File: config.mk
export PLATFORM = sky130hd
export DESIGN_NAME = mod_load_ctrl
export DESIGN_NICKNAME = d
export VERILOG_FILES = /design/src/rtl/mod_load_ctrl.sv
export SDC_FILE = /design/constraint.sdc
export NUM_CORES = 1
export LEC_CHECK = 0
export ABC_CLOCK_PERIOD_IN_PS = 1870
export BUFFER_PORTS_ARGS = -buffer_cell sky130_fd_sc_hd__buf_2
export CORE_MARGIN = 4
export CORE_UTILIZATION = 52
export CTS_CLUSTER_DIAMETER = 60
export CTS_CLUSTER_SIZE = 20
export DETAILED_ROUTE_END_ITERATION = 6
export PLACE_DENSITY = 0.87
export SKIP_CTS_REPAIR_TIMING = 1
export SYNTH_ARGS = -nofsm -noshare
export SYNTH_HDL_FRONTEND = slang
export SYNTH_SLANG_ARGS = --single-unit
File: constraint.sdc
create_clock -name clk -period 1.87 [get_ports clk]
set_input_delay 0.2805 -clock clk [delete_from_list [all_inputs] [get_ports clk]]
set_output_delay 0.2805 -clock clk [all_outputs]
set_load 0.05 [all_outputs]
File: src/rtl/mod_load_ctrl.sv
// Byte-serial loader that assembles an AES key or data block into a 256-bit word
// and holds it until the consumer completes a valid/ready handshake.
module mod_load_ctrl #(
  parameter int KEY_BYTES = 32,
  parameter int BLK_BYTES = 16
) (
  input  logic         clk,
  input  logic         resetn,
  input  logic         start,
  input  logic         is_key,
  input  logic         abort,
  input  logic         in_valid,
  input  logic [7:0]   in_data,
  output logic         in_ready,
  output logic [255:0] out_data,
  output logic         out_is_key,
  output logic         out_valid,
  input  logic         out_ready,
  output logic         busy,
  output logic [5:0]   byte_cnt
);

  typedef enum logic [1:0] {IDLE, LOAD, HOLD} state_t;

  localparam logic [5:0] KEY_LAST = 6'(KEY_BYTES - 1);
  localparam logic [5:0] BLK_LAST = 6'(BLK_BYTES - 1);

  state_t     state;
  state_t     state_next;
  logic [5:0] last_idx;
  logic       accept;
  logic       last_byte;

  // Target length follows the latched type, never the live is_key input.
  assign last_idx  = out_is_key ? KEY_LAST : BLK_LAST;
  assign accept    = (state == LOAD) && in_valid;
  assign last_byte = accept && (byte_cnt == last_idx);

  always_ff @(posedge clk) begin
    if (!resetn) state <= IDLE;
    else         state <= state_next;
  end

  always_comb begin
    state_next = state;
    unique case (state)
      IDLE:    if (start)     state_next = LOAD;
      LOAD:    if (last_byte) state_next = HOLD;
      HOLD:    if (out_ready) state_next = IDLE;
      default:                state_next = IDLE;
    endcase
    if (abort) state_next = IDLE;
  end

  always_comb begin
    in_ready  = (state == LOAD);
    out_valid = (state == HOLD);
    busy      = (state != IDLE);
  end

  // Abort wins over start and byte acceptance, so a byte arriving with abort is dropped.
  always_ff @(posedge clk) begin
    if (!resetn) begin
      out_data   <= '0;
      out_is_key <= 1'b0;
      byte_cnt   <= '0;
    end else if (abort) begin
      out_data <= '0;
      byte_cnt <= '0;
    end else if ((state == IDLE) && start) begin
      out_is_key <= is_key;
      out_data   <= '0;
      byte_cnt   <= '0;
    end else if (accept) begin
      for (int i = 0; i < 32; i++) begin
        if (byte_cnt == 6'(i)) out_data[8*i +: 8] <= in_data;
      end
      byte_cnt <= byte_cnt + 6'd1;
    end
  end

endmodule

[After elaboration in Yosys (flattened, before gate mapping)]
Cells that the tools add are included.
Storage, ports and cells
  register bits after elaboration: 265
  output and inout bits: 266
  word-level logic and storage cells: 122
  bits of input ports: 15
Cells by class
  add/subtract/negate cells: 1
  mux-type cells: 5
  equality and inequality tests: 37
  bitwise logic cells: 2
  reductions and logical operators: 42
Operator list (number)
  $eq A6 B5 Y1 const B: 16
  $reduce_and A2 Y1: 33
  $eq A6 B4 Y1 const B: 8
  $eq A6 B3 Y1 const B: 4
  $eq A6 B2 Y1 const B: 2
  $add A6 B1 Y6 const B: 1
  $eq A6 B1 Y1 const B: 1
  $eq A6 B5 Y1: 1
  $logic_not A6 Y1: 1
  $mux W2: 3
  $pmux W2 S3: 1
  $mux W5: 1
  $ne A2 B1 Y1 const B: 2
  $logic_and A1 B1 Y1: 3
  $reduce_and A3 Y1: 1
  $reduce_or A3 Y1: 1
  $eq A2 B1 Y1 const B: 1
  $eq A2 B2 Y1 const B: 1
  $logic_not A2 Y1: 1
  $ne A2 B2 Y1 const B: 1
  $not A1 Y1: 2
  $reduce_bool A2 Y1: 1
  $reduce_or A2 Y1: 1

[Logic depth before layout (Yosys ltp)]
Gate-level depths: netlist of run 1.
  depth after elaboration: 5
  depth in mapped cells: 7
  mapped depth without buffers: 5

[Worst setup path before layout of run 1]
No wires, ideal clock.
  kind: register to register
  from: reg byte_cnt[0]
  to: reg out_data[0]
  setup time: 70 ps
  slack: -116 ps
  buffers on the path: 2
  arrival time: 1916 ps
  period minus slack after synthesis: 1986 ps
  data required time: 1800 ps
  cell stages (with the launch flop): 8
  cell sequence: dfxtp_1 > inv_1 > ha_1 > nand4bb_1 > clkbuf_1 > clkbuf_1 > o21ai_0 > a21oi_1
On the way
  word-level cells in the longest chain between the ends: 2
Ends and longest elaborated chain
  start, declared: line 20  | output logic [5:0] byte_cnt
  start signal, assigned: line 78  | byte_cnt <= byte_cnt + 6'd1;
  $logic_not A6 Y1: line 76  | if (byte_cnt == 6'(i)) out_data[8*i +: 8] <= in_data;
  $reduce_and A2 Y1 (no line)
  end signal, assigned by index: line 76
  end, declared: line 15  | output logic [255:0] out_data,
Every way passes these cells.
A chain may end at the register's enable or synchronous reset.

[Worst setup path after layout of run 1]
  from: reg state[1]
  to: out busy
On the way
  word-level cells in the longest chain between the ends: 1
Ends and longest elaborated chain
  start, declared: line 28  | state_t state;
  start signal, assigned: line 41  | else state <= state_next;
  $reduce_bool A2 Y1: line 58  | busy = (state != IDLE);
  end, declared: line 19  | output logic busy,
Every way passes these cells.

==> results by group, run 1 <==
Status
  • Status: completed

Pwr
  • Part of the power in registers: between 50 and 60%
  • Total power: 9.665 mW
  • VDD IR max: 0.0004696 V
  • Internal power: 7.449 mW
  • Power per cell area: roughly 760 nW/um^2
  • Clock share of power: 36.8%
  • Switch share: a little under a quarter
  • Pleak: 6.423 nW
  • Net Switching: 2.216 mW
  • Comb power frac: 4.8%

STA
  • Final Hold Fails: 0
  • Min Tclk post-route: between 1.5 and 2 ns
  • Slew Viols, Final: 0
  • Final WS setup: 0.05119 ns
  • Total negative slack: 0 ns
  • Hold WS: between 0.04 and 0.05 ns
  • Least-Margin Pin Slew: about 0.55 ns
  • Fmax: 549.8 MHz
  • Slew headroom: between 60% and 70%
  • Setup Skew: 0.01743 ns
  • RSZ-0062 raised after global routing: false
  • Final setup fails: 0
  • Final Cycle Share: 97.26%

Global route
  • Vias in the first global route: 8709
  • Pin count of the biggest net entering global routing: 110
  • Antenna violations before repair: 0
  • GRT Total Usage: a little over a quarter
  • First-pass GRT wire length: 48.07 mm
  • Global route total overflow: 0

Floorplan
  • Die width: 149.3 um
  • Core Area: 19530 sq um
  • Initial Util: 53.20%
  • Row count: about 50
  • Die footprint: ~22000 sq um
  • Top Ports: approximately 280
  • Die Y: 149.3 um

Route
  • First-pass detailed-route iteration total: 4
  • Drt wl/cell: 20.17 um
  • Vias per cell: 5.879
  • Via count: 9013
  • Final ANT Viol Nets: 0
  • DRT iter0 DRCs: 642
  • Routed wire length: ~30 mm
  • Drt drc: 0

Critical path
  • CP Class: reg2out
  • Largest fanout on the critical path: 8
  • Required time worst endpoint: 1.59 ns
  • Worst Setup Start Kind: flop
  • Element type at the critical path end: primary output
  • CP Data Arrival Time: 1.54 ns

Cells and area
  • Finished layout cell area: roughly 13000 sq um
  • Nets@finish: 1283
  • Util after Layout: 64.78%
  • Synthesis-to-layout area growth: 21.78%
  • Share of cells above drive strength 1: 31.25%
  • Final std cells w/o fill: about 1500

Logic synthesis
  • Async SR Flop Fraction: 0%
  • Synth top area share: 51.07%
  • Register area share after synthesis: 51.07%
  • Commonest cells post-synth: dfxtp_1, nand3_1, mux2i_1
  • Syn. warnings: 0
  • Synth unique cells: 45
  • Post-synthesis cell area: 10390 sq um
  • Post-Synthesis Cells: 1025
  • Compound-cell area share of the yosys netlist: approximately 7.8%
  • Synth Flop Type: dfxtp_1
  • Seq cells post-synth: 265
  • Most frequent cell after synthesis: dfxtp_1
  • Largest family of logic cells by synthesized area: multiplexers
  • Syn nets: ~1000
  • Synth Area in XOR/XNOR: less than 1%
  • Synth Area in Simple Gates: about 17%
  • Synth Area in Adders: less than 1%
  • Synth area leader: dfxtp_1
  • Avg Inst Size Synth: 10.13 sq um
  • Top cells by area in the synthesized netlist: dfxtp_1, mux2i_1, nand3_1
  • Post-synth EDFFs: 0
  • Mux contribution to synthesized area: 18.50%

CTS
  • CTS tree: built
  • Clk slew on worst S/H paths: 0.08 ns
  • Clock latency at the later pin of the worst-skew pair: 0.49 ns
  • Clk sink count: around 270
  • Clock buffer depth: 3
  • H-tree levels: 1
  • Root Buffer: clkbuf_16
  • CTS buffer count: 17

Place
  • Port buffer count: 280
  • DP Wirelength: 20.84 mm
  • Global placer's final weighted congestion: roughly 0.8
  • Placed cell area: between 10000 and 15000 sq um
  • Placed insts: 1510
  • Worst slack at placement: 0.04115 ns

Worst hold path
  • Hold Crit Class: in2reg

Run
  • Max-cap violation count: 0
logic make-up after synthesis:
group | Yosys count
AO/OA/AOI/OAI | 140
XOR/XNOR | 3
adder cells (fa/ha/maj) | 4
buffers and inverters | 109
flip-flops | 265
multiplexers | 192
AND/OR/NAND/NOR | 312
power by group through the flow:
stage          clock network [mW]  registers [mW]  logic (mW)
3_3_place_gp                    0            5.78       0.451
3_5_place_dp                    0            5.78       0.450
5_1_grt                      3.81            5.65       0.491
4_1_cts                      3.60            5.64       0.451
6_report                     3.56            5.64       0.464
2_1_floorplan                   0            5.78       0.274
sequential cells by signal (all words and copies together) (netlist names):
register and flops:
state 2, out_data 256, byte_cnt 6, out_is_key 1
worst paths after layout:
| check | to | startpoint | slack, ns | depth (start not counted) |
|---|---|---|---|---|
| setup / recovery | busy | state[1] | 0.05 | 3 |
| hold / removal | out_is_key | abort | 0.04 | 2 |
| hold reg to reg | out_data[221] | out_data[221] | 0.47 | 2 |
| setup reg to reg | out_data[104] | byte_cnt[1] | 0.11 | 5 |
critical path, stage by stage (launching register included):
cell and delay (ns):
dfxtp_1 0.35, buf_4 0.19, or2_2 0.31, buf_4 0.19
area by class of cell:
type | instances | area (sq um)
antenna | 1 | 2.502
clock buffer | 20 | 446.7
multi-input combinational | 651 | 4652
sequential | 265 | 5309
inverter | 3 | 11.26
timing repair buffer | 326 | 1881
fill | 1559 | 6877
tap | 265 | 331.6
clock inverter | 2 | 16.27
cells in the final DEF (no fill, tap or decap), types with 17 or more instances in the layout:
| cell | n |
|---|---|
| nand2_2 | 25 |
| o21ai_0 | 63 |
| dfxtp_1 | 262 |
| buf_4 | 37 |
| nand3_1 | 234 |
| buf_2 | 278 |
| mux2i_1 | 192 |
| o2111ai_1 | 24 |
| a21oi_1 | 44 |
| clkbuf_16 | 17 |
layer usage:
metal  up-vias  wire length (um)  track usage, %
li1       4171                 -               -
met1      4356             12640           35.88
met2       417             14650           43.58
met3        69              2642           5.074
met4         0               983           8.604
met5         -                 0               0
Note: power is estimated with default switching activity, not from simulation.
==> inputs of run 2 (changes only) <==
--- a/config.mk
+++ b/config.mk
@@ -8,5 +8,5 @@
 export ABC_CLOCK_PERIOD_IN_PS = 1870
 export BUFFER_PORTS_ARGS = -buffer_cell sky130_fd_sc_hd__buf_2
-export CORE_MARGIN = 4
+export CORE_MARGIN = 1.5
 export CORE_UTILIZATION = 52
 export CTS_CLUSTER_DIAMETER = 60
==> constraint.sdc (replaced) <==
create_clock -name clk -period 1.87 [get_ports clk]
set_input_delay 0.2805 -clock clk [delete_from_list [all_inputs] [get_ports clk]]
set_output_delay 0.2805 -clock clk [all_outputs]
set_load 0.005 [all_outputs]
==> run 2 against run 1 <==
  * Sequential power barely moved
  * Core utilization up 0.39 points
  * Final cell count grew 0.26%
  * Count of clock-buffer cells in the layout decreased by 2
  * Global-route usage is 2.0 points higher
  * Clock power grew 3%
  * Worst setup slack gained 0.060 ns
  * Largest cell class unchanged
==> results by group, run 2 (synthesis gave the netlist of run 1 again) <==
Pwr
  • VDD IR max: ~0.00057 V
  • Total power: 9.789 mW
  • Pleak: around 6.5 nW
  • Power per cell area: between 700 and 800 nW/um^2

Cells and area
  • Max FFs per register: 256
  • Area of the multi-input gates: 4636 sq um
  • Share of cells above drive strength 1: 31.53%
  • Area occupied by registers: about 5300 sq um
  • Most flop-heavy register: out_data
  • Largest regs: out_data: 256 flops, byte_cnt: 6 flops, state: 2 flops
  • # diodes: 0
  • Synthesis-to-layout area growth: 22.51%
  • Nets@finish: 1289
  • Commonest non-fill, non-tap cell in the layout: buf_2
  • Leading cell types in the layout, fill and taps excluded: buf_2, dfxtp_1, nand3_1, mux2i_1, o21ai_0
  • FILL cells: 1537

Route
  • DRT iter0 DRCs: slightly below 600
  • DR WL met2: ~15 mm
  • WL met3: 2.570 mm
  • Via count: 9140
  • Final ANT Viol Nets: 0
  • Metal1 wirelength: 12.37 mm
  • Routed wire length: 31.25 mm
  • Drt wl/cell: a little over 20 um
  • Top layer in use: met5
  • Drt drc: 0
  • Vias per cell: 5.947
  • First-pass detailed-route iteration total: 5

Worst hold path
  • Hold Crit Class: in2reg
  • Hold_sp: is_key

Floorplan
  • Initial Util: 53.20%
  • Die width: approximately 140 um
  • Row count: 51
  • Core Area: a little under 20000 sq um
  • Die footprint: 20830 sq um
  • Die Y: 144.3 um
  • Top Ports: 281

Critical path
  • Worst path slowest cell: dfxtp_1
  • Crit-path max cell delay: 0.41 ns
  • CP startpoint: byte_cnt[0]
  • R2R Path Start: byte_cnt[0]
  • CP bufs+invs: 1
  • CP top delay family: simple AND/OR/NAND/NOR gates
  • CP Class: reg2reg
  • CP Data Arrival Time: approximately 2.2 ns
  • Element type at the critical path end: flop
  • Required time worst endpoint: 2.27 ns
  • Worst Setup Start Kind: flop
  • Largest fanout on the critical path: 8
  • CP cell instances: inv_1 -> ha_1 -> and4_1 -> nand2_2 -> mux2i_1

Status
  • Status: completed

CTS
  • Clk slew on worst S/H paths: 0.09 ns
  • CTS tree: built
  • Root Buffer: clkbuf_16
  • Clock buffer depth: 3
  • Clock latency at the later pin of the worst-skew pair: about 0.5 ns
  • CTS buffer count: 17
  • Clk sink count: 265
  • H-tree levels: 1

STA
  • Slew Viols, Final: 0
  • Total negative slack: 0 ns
  • Slew headroom: between 60 and 70%
  • Final setup fails: 0
  • Final Cycle Share: 94.08%
  • Least-Margin Pin Slew: about 0.54 ns
  • Fmax: 568.4 MHz
  • Final Hold Fails: 0
  • Min Tclk post-route: 1.759 ns
  • Final WS setup: 0.1107 ns
  • Setup Skew: 0.01893 ns

Global route
  • Global route total overflow: 0
  • Pin count of the biggest net entering global routing: 119
  • Vias in the first global route: between 8000 and 9000
  • Antenna violations before repair: 1
  • GRT Total Usage: between 20% and 30%
  • First-pass GRT wire length: ~47 mm

Place
  • Port buffer count: 280
  • Worst slack at placement: 0.01086 ns
  • Global placer's final weighted congestion: 0.8328
  • DP Wirelength: 20.94 mm

Run
  • Max-cap violation count: 0
run 2: layout make-up:
cell class	count	area share, %
Clock buffer	18	3.451
Inverter	3	0.08849
Tap cell	265	2.605
Clock inverter	3	0.3441
Sequential cell	265	41.70
Timing Repair Buffer	332	15.39
Multi-Input combinational cell	651	36.43
run 2: power breakdown:
part           leakage [nW]  total (mW)  internal, mW  switching [mW]
Combinational          4.10       0.461         0.122           0.340
Sequential             2.13        5.64          5.64         0.00525
Clock                 0.239        3.68          1.82            1.86
run 2: stage by stage:
stage	std cells	utilization (%)	hold slack, ns	cell area [sq um]
floorplan	1025	-	0.3764	10390
global placement	1516	62.64	0.4536	12230
detailed placement	1516	62.64	0.4606	12230
CTS	1537	65.11	0.02403	12710
global route	1537	65.17	0.05093	12730
finish	1537	65.17	0.03611	12730
run 2: metal layers:
metal | global-route usage (%) | up-vias
met5 | 0 | -
met4 | 12.01 | 2
met3 | 6.424 | 95
met2 | 47.87 | 432
met1 | 35.64 | 4427
li1 | - | 4184
run 2: worst paths after layout:
path / endpoint / slack [ns] / cells after the start
hold / removal: out_is_key / 0.04 / 3
setup reg to reg: out_data[117] / 0.11 / 5
hold reg to reg: out_data[213] / 0.47 / 2
setup / recovery: out_data[117] / 0.11 / 5
run 2: worst min-delay path: stages:
cell,delay [ns]
buf_2,0.09
nand2_1,0.06
o31ai_2,0.05
==> inputs of run 3 (changes only) <==
Settings changed: ABC_CLOCK_PERIOD_IN_PS 1870 to 1950.
Clock period 1.87 ns to 1.95 ns, I/O delays scaled along.
==> run 3 against run 2 <==
  * Die area unchanged
  * Sequential cell count unchanged
  * Final cell count about the same
  * Critical path type is now reg2out
  * Clock power increased by 6.3%
  * Combinational power decreased by 8.9%
==> results by group, run 3 (synthesis gave the netlist of run 1 again) <==
Status
  • Status: completed

Cells and area
  • FILL cells: 1576
  • Final std cells w/o fill: 1536
  • Synthesis-to-layout area growth: 22.15%
  • Max FFs per register: 256
  • Commonest non-fill, non-tap cell in the layout: buf_2
  • Leading cell types in the layout, fill and taps excluded: buf_2, dfxtp_1, nand3_1, mux2i_1, o21ai_0
  • Most flop-heavy register: out_data
  • Largest regs: out_data: 256 flops, byte_cnt: 6 flops, state: 2 flops
  • Nets@finish: 1285
  • # diodes: 0
  • Share of cells above drive strength 1: a little under a third
  • Area of the multi-input gates: ~4600 sq um
  • Area occupied by registers: 5305 sq um

Route
  • Routed wire length: ~31 mm
  • Via count: 9039
  • Drt wl/cell: 20.08 um
  • Final ANT Viol Nets: 0
  • Vias per cell: 5.885
  • First-pass detailed-route iteration total: 5
  • DRT iter0 DRCs: 621
  • Drt drc: 0

Critical path
  • Element type at the critical path end: primary output
  • CP Data Arrival Time: approximately 1.6 ns
  • Required time worst endpoint: 1.66 ns
  • CP Class: reg2out
  • Crit-path max cell delay: 0.51 ns
  • CP cell instances: buf_4 -> nor2b_2 -> buf_2
  • Largest fanout on the critical path: 10
  • Worst path slowest cell: dfxtp_1
  • Worst Setup Start Kind: flop

STA
  • Min Tclk post-route: between 1.5 and 2 ns
  • Least-Margin Pin Slew: 0.5984 ns
  • Total negative slack: 0 ns
  • Final WS setup: 0.05789 ns
  • Slew Viols, Final: 0
  • Final Hold Fails: 0
  • Final Cycle Share: 97.03%
  • Setup Skew: 0.01907 ns
  • Fmax: 528.5 MHz
  • Slew headroom: 60.07%
  • Final setup fails: 0

Global route
  • Antenna violations before repair: 0
  • GRT Total Usage: between 20% and 30%
  • First-pass GRT wire length: 45.62 mm
  • Pin count of the biggest net entering global routing: 114
  • Global route total overflow: 0
  • Vias in the first global route: approximately 8400

Run
  • Max-cap violation count: 0

Floorplan
  • Initial Util: 53.20%
  • Die Y: about 140 um
  • Top Ports: around 280
  • Core Area: 19530 sq um
  • Row count: a little over 50
  • Die width: 144.3 um
  • Die footprint: around 21000 sq um

Place
  • DP Wirelength: 20.23 mm
  • Port buffer count: 280
  • Worst slack at placement: approximately 0.11 ns
  • Global placer's final weighted congestion: around 0.8
  • Placed insts: 1508

CTS
  • Clock latency at the later pin of the worst-skew pair: around 0.5 ns
  • CTS tree: built
  • Clk sink count: roughly 270
  • H-tree levels: 1
  • Clk slew on worst S/H paths: 0.08 ns
  • Clock buffer depth: 3
  • CTS buffer count: 19
  • Root Buffer: clkbuf_16

Worst hold path
  • Hold Crit Class: in2reg

Pwr
  • Pleak: 6.457 nW
  • Power per cell area: 767.8 nW/um^2
  • Total power: 9.742 mW
  • VDD IR max: 0.0004708 V
==> run 3: changes by cell type in the layout (fill, tap and decap cells not counted), sizes merged <==
cell	change
buf	-7
inv	+3
or3b	+1
clkinv	+1
clkbuf	+1
==> run 3: through the flow <==
| stage | hold WS [ns] | util (%) | area (sq um) |
|---|---|---|---|
| 6_report | 0.05491 | 64.98 | 12690 |
| 3_5_place_dp | 0.4599 | 61.88 | 12080 |
| 4_1_cts | 0.04008 | 64.81 | 12660 |
| 2_1_floorplan | 0.3884 | - | 10390 |
| 5_1_grt | 0.05256 | 64.98 | 12690 |
| 3_3_place_gp | 0.4526 | 61.88 | 12080 |
==> run 3: final timing paths <==
path	startpoint	endpoint	slack [ns]	depth (start not counted)
max reg2reg	state[0]	out_data[147]	0.09	4
max	state[0]	in_ready	0.06	3
min	is_key	out_is_key	0.05	3
min reg2reg	out_data[142]	out_data[142]	0.47	2
==> run 3: cell type report <==
cell class              instances  area share (%)
flip-flops and latches        265           41.81
multi-input cells             652           36.61
repair buffers                325           14.36
clock buffers                  19           3.747
well taps                     265           2.613
clock inverters                 7          0.7692
inverters                       3         0.08875
==> run 3: where the power goes <==
| group | internal, mW | leakage, nW | total, mW | switching [mW] |
|---|---|---|---|---|
| Combinational | 0.0927 | 4.04 | 0.420 | 0.327 |
| Clock | 1.95 | 0.280 | 3.91 | 1.96 |
| Sequential | 5.41 | 2.13 | 5.41 | 0.00537 |
==> run 3: routing by layer <==
metal / GRT usage (%) / up-vias / routed length, um
li1: - / 4192 / -
met1: 35.90 / 4362 / 12520
met2: 45.66 / 417 / 14640
met3: 6.556 / 68 / 2691
met4: 9.197 / 0 / 998
met5: 0 / - / 0
==> run 3: worst max-delay path, delay by kind of cell (launching register included) <==
kind	cells	cell delay, ns
flops	1	0.51
simple gates	1	0.23
buf+inv	2	0.37
